**src/rtl/i2c_txn_scheduler.sv**
```systemverilog
// Round-robin scheduler that shares one I2C master between NUM_REQ requesters,
// with NACK retries, a WAIT_DONE timeout and per-requester completion status.
module i2c_txn_scheduler #(
   parameter int unsigned NUM_REQ        = 4,
   parameter int unsigned MAX_RETRIES    = 2,
   parameter int unsigned TIMEOUT_CYCLES = 65535
) (
   input  logic                   clk,
   input  logic                   rst_n,
   input  logic [NUM_REQ-1:0]     req_i,
   input  logic [NUM_REQ*64-1:0]  req_data_i,
   input  logic [NUM_REQ*3-1:0]   req_num_bytes_i,
   output logic [NUM_REQ-1:0]     grant_o,
   output logic [NUM_REQ-1:0]     req_done_o,
   output logic [1:0]             req_status_o,
   output logic                   m_start_o,
   output logic [63:0]            m_data_o,
   output logic [2:0]             m_num_bytes_o,
   input  logic                   m_busy_i,
   input  logic                   m_done_i,
   input  logic                   m_ack_error_i
);

   localparam int unsigned IDX_W = (NUM_REQ > 1) ? $clog2(NUM_REQ) : 1;
   localparam int unsigned SUM_W = IDX_W + 1;
   localparam int unsigned TMO_W = 16;
   localparam int unsigned RTY_W = 3;

   localparam logic [1:0] ST_OK   = 2'b00;
   localparam logic [1:0] ST_NACK = 2'b01;
   localparam logic [1:0] ST_TMO  = 2'b10;

   typedef enum logic [2:0] {
      S_IDLE     = 3'd0,
      S_ARB      = 3'd1,
      S_LAUNCH   = 3'd2,
      S_WAIT     = 3'd3,
      S_COMPLETE = 3'd4
   } state_t;

   state_t state_q, state_d;

   logic [NUM_REQ-1:0] grant_q,    grant_d;
   logic [NUM_REQ-1:0] req_done_q, req_done_d;
   logic [1:0]         status_q,   status_d;
   logic               m_start_q,  m_start_d;
   logic [63:0]        m_data_q,   m_data_d;
   logic [2:0]         m_nb_q,     m_nb_d;
   logic [IDX_W-1:0]   rr_ptr_q,   rr_ptr_d;
   logic [IDX_W-1:0]   gnt_idx_q,  gnt_idx_d;
   logic [RTY_W-1:0]   retry_q,    retry_d;
   logic [TMO_W-1:0]   tmo_q,      tmo_d;

   logic               win_found;
   logic [IDX_W-1:0]   win_idx;
   logic [SUM_W-1:0]   cand_sum;
   logic [IDX_W-1:0]   cand;
   logic [63:0]        win_data;
   logic [2:0]         win_nb;
   logic               tmo_hit;
   logic               retry_ok;
   logic [IDX_W-1:0]   next_ptr;

   // Round-robin search: first asserted request at or above rr_ptr, wrapping.
   always_comb begin
      win_found = 1'b0;
      win_idx   = '0;
      cand_sum  = '0;
      cand      = '0;
      for (int unsigned i = 0; i < NUM_REQ; i++) begin
         cand_sum = {1'b0, rr_ptr_q} + SUM_W'(i);
         if (cand_sum >= SUM_W'(NUM_REQ)) begin
            cand_sum = cand_sum - SUM_W'(NUM_REQ);
         end
         cand = cand_sum[IDX_W-1:0];
         if (!win_found && req_i[cand]) begin
            win_found = 1'b1;
            win_idx   = cand;
         end
      end
   end

   // Payload mux for the winning requester.
   always_comb begin
      win_data = '0;
      win_nb   = '0;
      for (int unsigned r = 0; r < NUM_REQ; r++) begin
         if (win_idx == IDX_W'(r)) begin
            win_data = req_data_i[r*64 +: 64];
            win_nb   = req_num_bytes_i[r*3 +: 3];
         end
      end
   end

   // Decision terms used while waiting on the master.
   always_comb begin
      tmo_hit  = (tmo_q == TMO_W'(TIMEOUT_CYCLES - 1));
      retry_ok = (retry_q < RTY_W'(MAX_RETRIES));
      next_ptr = (gnt_idx_q == IDX_W'(NUM_REQ - 1)) ? '0 : gnt_idx_q + IDX_W'(1);
   end

   // State register.
   always_ff @(posedge clk or negedge rst_n) begin
      if (!rst_n) begin
         state_q <= S_IDLE;
      end else begin
         state_q <= state_d;
      end
   end

   // Next-state logic; m_done takes priority over a coincident timeout.
   always_comb begin
      state_d = state_q;
      case (state_q)
         S_IDLE:     if (|req_i) state_d = S_ARB;
         S_ARB:      state_d = win_found ? S_LAUNCH : S_IDLE;
         S_LAUNCH:   if (!m_busy_i) state_d = S_WAIT;
         S_WAIT: begin
            if (m_done_i) begin
               state_d = (m_ack_error_i && retry_ok) ? S_LAUNCH : S_COMPLETE;
            end else if (tmo_hit) begin
               state_d = S_COMPLETE;
            end
         end
         S_COMPLETE: state_d = S_IDLE;
         default:    state_d = S_IDLE;
      endcase
   end

   // Output / datapath next values; all of these are registered below.
   always_comb begin
      grant_d    = grant_q;
      req_done_d = '0;
      status_d   = status_q;
      m_start_d  = 1'b0;
      m_data_d   = m_data_q;
      m_nb_d     = m_nb_q;
      rr_ptr_d   = rr_ptr_q;
      gnt_idx_d  = gnt_idx_q;
      retry_d    = retry_q;
      tmo_d      = tmo_q;
      case (state_q)
         S_ARB: begin
            if (win_found) begin
               grant_d   = NUM_REQ'(1) << win_idx;
               gnt_idx_d = win_idx;
               m_data_d  = win_data;
               m_nb_d    = win_nb;
               retry_d   = '0;
            end else begin
               grant_d = '0;
            end
         end
         S_LAUNCH: begin
            if (!m_busy_i) begin
               m_start_d = 1'b1;
               tmo_d     = '0;
            end
         end
         S_WAIT: begin
            tmo_d = tmo_q + TMO_W'(1);
            if (m_done_i) begin
               if (m_ack_error_i) begin
                  if (retry_ok) begin
                     retry_d = retry_q + RTY_W'(1);
                  end else begin
                     status_d   = ST_NACK;
                     req_done_d = grant_q;
                  end
               end else begin
                  status_d   = ST_OK;
                  req_done_d = grant_q;
               end
            end else if (tmo_hit) begin
               status_d   = ST_TMO;
               req_done_d = grant_q;
            end
         end
         S_COMPLETE: begin
            grant_d  = '0;
            rr_ptr_d = next_ptr;
         end
         default: ;
      endcase
   end

   // Registered outputs and bookkeeping.
   always_ff @(posedge clk or negedge rst_n) begin
      if (!rst_n) begin
         grant_q    <= '0;
         req_done_q <= '0;
         status_q   <= ST_OK;
         m_start_q  <= 1'b0;
         m_data_q   <= '0;
         m_nb_q     <= '0;
         rr_ptr_q   <= '0;
         gnt_idx_q  <= '0;
         retry_q    <= '0;
         tmo_q      <= '0;
      end else begin
         grant_q    <= grant_d;
         req_done_q <= req_done_d;
         status_q   <= status_d;
         m_start_q  <= m_start_d;
         m_data_q   <= m_data_d;
         m_nb_q     <= m_nb_d;
         rr_ptr_q   <= rr_ptr_d;
         gnt_idx_q  <= gnt_idx_d;
         retry_q    <= retry_d;
         tmo_q      <= tmo_d;
      end
   end

   assign grant_o       = grant_q;
   assign req_done_o    = req_done_q;
   assign req_status_o  = status_q;
   assign m_start_o     = m_start_q;
   assign m_data_o      = m_data_q;
   assign m_num_bytes_o = m_nb_q;

endmodule

```
**config.mk**
```make
export PLATFORM = sky130hd
export DESIGN_NAME = i2c_txn_scheduler
export DESIGN_NICKNAME = d
export VERILOG_FILES = /design/src/rtl/i2c_txn_scheduler.sv
export SDC_FILE = /design/constraint.sdc
export NUM_CORES = 1
export LEC_CHECK = 0
export CAP_MARGIN = 20
export CORE_AREA = 2 2 139 141
export DETAILED_ROUTE_END_ITERATION = 16
export DIE_AREA = 0 0 141 143
export PLACE_DENSITY_LB_ADDON = 0.1
export SYNTH_ARGS = -nofsm -noshare
export SYNTH_HDL_FRONTEND = slang
export SYNTH_SLANG_ARGS = --single-unit
```
**constraint.sdc**
```tcl
create_clock -name clk -period 2.3 [get_ports clk]
set_input_delay 0.575 -clock clk [delete_from_list [all_inputs] [get_ports clk]]
set_output_delay 0.575 -clock clk [all_outputs]
set_load 0.01 [all_outputs]
```
## Word level (Yosys, flattened, before mapping)

Index checks and enable logic that the tools add are counted.

| word-level totals | value |
|---|---|
| bits in latches | 0 |
| register bits | 104 |
| bits in writable memories | 0 |
| input port bits | 277 |
| memories kept | 0 |
| memory bits (read-only) | 0 |
| output and inout port bits | 78 |
| logic and storage cells | 123 |

| operators by class | value |
|---|---|
| bitwise logic cells | 0 |
| order comparisons | 9 |
| shift operators | 1 |
| reduce and logical (&&, ||, !) cells | 19 |
| multiplexer cells | 56 |
| add/subtract/negate cells | 10 |
| $mul | 0 |
| divide/modulo/power cells | 0 |
| eq/ne operators | 17 |

Operators with widths:

| kind | number |
|---|---|
| 64-bit two-way mux | 4 |
| 3-bit two-way mux | 13 |
| 16-bit one-hot mux with 2 select lines | 1 |
| 2-bit two-way mux | 14 |
| 4-bit two-way mux | 6 |
| 16-bit by 1-bit adder with 16-bit output, second input constant | 1 |
| 16-bit equality test, second input constant | 1 |
| 16-bit two-way mux | 1 |
| 2-bit by 3-bit less-than comparator with 1-bit output, second input constant | 4 |
| 2-bit inequality test, second input constant | 6 |
| 3-bit one-hot mux with 4 select lines | 1 |
| 1-bit two-way mux | 10 |
| 3-bit >= comparator, second input constant | 3 |
| 1-bit binary-select mux with 2-bit select | 4 |
| 4-bit one-hot mux with 2 select lines | 1 |
| 2-bit nonzero test | 4 |
| 2-bit by 1-bit subtractor with 2-bit output, second input constant | 4 |
| 2-bit by 2-bit adder with 3-bit output, second input constant | 2 |
| 2-bit equality test, second input constant | 3 |
| 3-bit by 2-bit equality test with 1-bit output, second input constant | 2 |
| 3-bit inequality test, second input constant | 2 |
| 3-bit one-hot mux with 2 select lines | 1 |
| 3-bit AND reduction | 2 |
| 5-bit AND reduction | 1 |
| other kinds (15) | 21 |

## Logic depth before layout (Yosys ltp)

| depth | value |
|---|---|
| word-level depth | 19 |
| mapped depth | 9 |
| mapped depth without buffers | 6 |

## Worst setup path before layout

OpenSTA, ideal clock, no wires.

| path | value |
|---|---|
| kind | input to register |
| start point | input req_i[2] |
| end point | register m_data_q[59], in the netlist m_data_o[59] |
| stages | 8 |
| data required time | 2172 ps |
| path slack | 365 ps |
| setup time | 128 ps |
| arrival | 1807 ps |
| path buffers | 3 |
| cell sequence | nor2b_1 -> a221o_2 -> and2_1 -> buf_6 -> buf_6 -> buf_6 -> nor3_2 -> o31ai_1 |

| on the way | value |
|---|---|
| word-level cells in the longest chain between the ends | 17 |
| elaborated cells on any way between the ends | 31 |
| classes of those cells | eq/ne (3); mux (20); reduce/logical (8) |

Ends and longest elaborated chain:

| what | line | text |
|---|---|---|
| start, declared | 10 | `input logic [NUM_REQ-1:0] req_i,` |
| 1-bit binary-select mux with 2-bit select | 76 | `if (!win_found && req_i[cand]) begin` |
| 1-bit two-way mux (not written as such) | 76 |  |
| 1-bit two-way mux | 76 |  |
| 1-bit zero test | 76 |  |
| 1-bit logical AND | 76 |  |
| 1-bit two-way mux | 76 |  |
| 1-bit zero test | 76 |  |
| 1-bit logical AND | 76 |  |
| 1-bit two-way mux | 76 |  |
| 1-bit zero test | 76 |  |
| 1-bit logical AND | 76 |  |
| 2-bit two-way mux | 76 |  |
| 2-bit zero test | 88 | `if (win_idx == IDX_W'(r)) begin` |
| 64-bit two-way mux (4 in series) | 88 |  |
| end signal, assigned | 205 | `m_data_q <= m_data_d;` |
| end, declared | 47 | `logic [63:0] m_data_q, m_data_d;` |

Several ways; a longest one is shown, not always the timed one. The select of a mux whose other input is x is not followed.
A chain may end at the register's enable or synchronous reset.

## Worst setup path after layout

| path | value |
|---|---|
| start point | input req_i[1] |
| end point | register m_data_q[36], in the netlist m_data_o[36] |

Same word-level chain as after synthesis.

==> run summary <==
first-pass iteration count of the detailed router: 4
CP max stage delay: 0.58 ns
post-synth top area share: 0.412
cell leakage power: 4.17 nW
Final setup viols: 0
register area share after synthesis: 0.412
CP max-delay cell: clkdlybuf4s50_1
final max-slew violation count: 0
fmax: 462 MHz
IO Count: 355
final wirelength: 25200 µm
RePlAce Congestion: 0.945
PortBufs: 354
Critical Path Source Type: input port
Multi-input gate area: 3300 µm²
Power Density: 1040 nW/µm²
grt total ovfl: 0
CP required: 2.56 ns
initial core utilization: 0.340
initial antenna violation count: 2
# clock sinks: 104
DRC errors left: 0
layout cell share with drive strength beyond 1: 0.158
Seq cells post-synth: 104
number of synthesized flops with an enable pin: 0
largest fanout on the critical path: 38
R2R depth: 6
post-route minimum period: 2.17 ns
DR iter-0 viols: 325
CTS tree: yes
Layout Area Growth over Synthesis: 71.4%
Die Ht: 143 µm
crit path DAT: 2.42 ns
element type at the critical path end: register
class of the worst hold path: input port to async pin
Final Hold Fails: 0
hold buffer count at CTS: 0
DIE AREA: 20200 µm²
Worst Tran Pin Value: 0.585 ns
worst-path cell chain: clkdlybuf4s50_1 -> or4_4 -> nand4bb_4 -> nor4bb_4 -> buf_12 -> a22oi_1 -> o31ai_1
Nets: 1289
vias: 6753
most common flop cell mapped by yosys: dfrtp_1
top cells by area, synth: dfrtp_1 (41%), a211oi_2 (5.5%), o31ai_1 (4.9%), o21ai_1 (4.5%), o221ai_1 (4.2%)
RSZ-0062 raised after global routing: false
pre-CTS WS: -0.247 ns
CTS root buf: clkbuf_16
Max clock buf depth: 2
Routed WL per cell: 20.1 µm
final worst slack: 0.133 ns
worst-skew pair later-pin latency: 0.36 ns
# fillers: 1660
Synth Warn #: 0
fraction of registers with async set/reset: 1.00
Hold Worst Slack: 0.199 ns
Die Span X: 141 µm
Rows: 50
syn nets: 927
WS Path Type: input port to register
Mapped Cells: 646
max_cap viols: 0
detailed placer's ending HPWL: 19400 µm
Yosys top cell by area: dfrtp_1
core area: 18600 µm²
Max IR drop VDD: 0.430 mV
clock transition at the registers of the reported paths: 0.08 ns
Vias/cell: 5.41
first-pass GRT wire length: 38600 µm
storage element area: 2600 µm²
Syn Area/Cell: 9.78 µm²
Overall Global Routing Usage: 0.251
H-tree level count: 3
post-route ant nets: 0
Mapped Area: 6320 µm²
Rel. slew slack: 0.610
vias in the first global route: 6931
largest net degree at the start of global routing: 39
post-synth cell types: 50
part of the cycle the worst path needs: 0.942
clk_skew: 0.0103 ns
total CTS buffers: 9
status: finished, final reports clean
-- cell type report --
| type | instances | area share |
|---|---|---|
| Inverter | 7 | 0.00243 |
| Multi-Input combinational cell | 470 | 0.305 |
| Timing Repair Buffer | 416 | 0.396 |
| Tap cell | 234 | 0.0270 |
| Clock buffer | 10 | 0.0221 |
| Clock inverter | 6 | 0.00670 |
| Sequential cell | 104 | 0.240 |
| Antenna cell | 2 | 0.000462 |
-- critical path, delay by kind of cell --
family | cells | cell delay (ns)
buffers and inverters | 2 | 0.87
AO/OA/AOI/OAI | 2 | 0.19
AND/OR/NAND/NOR | 3 | 0.77
-- path summary, 6_finish.rpt --
path	start	to	slack, ns
hold / removal	rst_n	m_data_o[54]$_DFFE_PN0N_	0.20
max in group asynchronous	rst_n	m_data_o[28]$_DFFE_PN0N_	1.46
setup reg to reg	rr_ptr_q[1]$_DFFE_PN0N_	m_data_o[36]$_DFFE_PN0N_	0.43
hold reg to reg	m_data_o[20]$_DFFE_PN0N_	m_data_o[20]$_DFFE_PN0N_	0.48
min in group clk	m_data_o[20]$_DFFE_PN0N_	m_data_o[20]$_DFFE_PN0N_	0.48
setup / recovery	req_i[1]	m_data_o[36]$_DFFE_PN0N_	0.13
-- Yosys cell counts (all sizes together) (4+ instances only) --
cell    instances
nand4           6
nor3           41
a31oi           4
nor2           14
a21boi         30
and2            8
o211ai          4
clkbuf         23
nand3           8
a21oi          41
inv             7
dfrtp         104
nand2          53
buf            42
o21ai          90
o31ai          41
o221ai         30
a22oi          37
a211oi         30
ha              4
-- per-stage QoR --
| stage | TNS (ns) | utilization | std cells | instance area, µm² | power [W] |
|---|---|---|---|---|---|
| after global placement | -11.53 | 0.565 | 1231 | 10500 | 0.00963 |
| after global routing | 0 | 0.583 | 1249 | 10800 | 0.0120 |
| after detailed placement | -14.43 | 0.565 | 1231 | 10500 | 0.00969 |
| after floorplan | 0 | - | 646 | 6320 | 0.00644 |
| final | 0 | 0.583 | 1249 | 10800 | 0.0113 |
| after CTS | 0 | 0.582 | 1247 | 10800 | 0.0114 |
-- cells in the final DEF (no fill, tap or decap), types with 8 or more instances in the layout --
cell             synthesis  layout
a211oi_2                28      28
a21boi_0                30      30
a21oi_1                 41      40
a22oi_1                 17      17
a22oi_2                 20      20
buf_12                   0      22
buf_4                    6      40
clkbuf_16                0       9
clkdlybuf4s50_1          0     353
dfrtp_1                104     104
nand2_1                 52      52
nand3_1                  8       8
nor2_1                  14      13
nor3_1                  20      20
nor3_2                  21      20
o21ai_0                 33      33
o21ai_1                 57      57
o221ai_1                30      30
o31ai_1                 41      41
-- metal layers --
| layer | vias up | wire [µm] | part of all wire | GRT usage |
|---|---|---|---|---|
| met5 | - | 0 | 0 | 0 |
| met4 | 0 | 1270 | 0.051 | 0.128 |
| met3 | 71 | 2130 | 0.085 | 0.0751 |
| met2 | 291 | 11800 | 0.47 | 0.412 |
| met1 | 3175 | 9970 | 0.40 | 0.298 |
| li1 | 3216 | - | - | - |
-- sequential cells by signal (all words and copies together) (netlist names), 3 cells and up --
signal,flops
grant_o,4
m_data_o,64
m_num_bytes_o,3
req_done_o,4
retry_q,3
state_q,3
tmo_q,16
-- report_power, final --
group          internal, W  leakage, nW  switching [W]
clock             0.000890        0.150       0.000773
combinational      0.00340         2.69        0.00318
sequential         0.00255         1.33       0.000467
-- kinds of logic (layout without fill, tap and decap cells) --
| family | after synthesis | in the layout | share of synthesized area |
|---|---|---|---|
| compound gates | 317 | 317 | 0.373 |
| fa+ha+maj | 4 | 4 | 0.00792 |
| other cells | 0 | 2 | 0 |
| simple gates | 146 | 146 | 0.135 |
| xor+xnor | 1 | 1 | 0.00139 |
| flops | 104 | 104 | 0.412 |
| buf+inv | 72 | 439 | 0.0674 |
| mux | 2 | 2 | 0.00337 |
-- what timing repair did --
item / in CTS / in global routing
resized for setup: 0 / 2
hold endpoints to repair: 0 / 0
setup endpoints to repair: 0 / 2
buffers inserted: 0 / 0
Power figures use the tool's default switching activity.
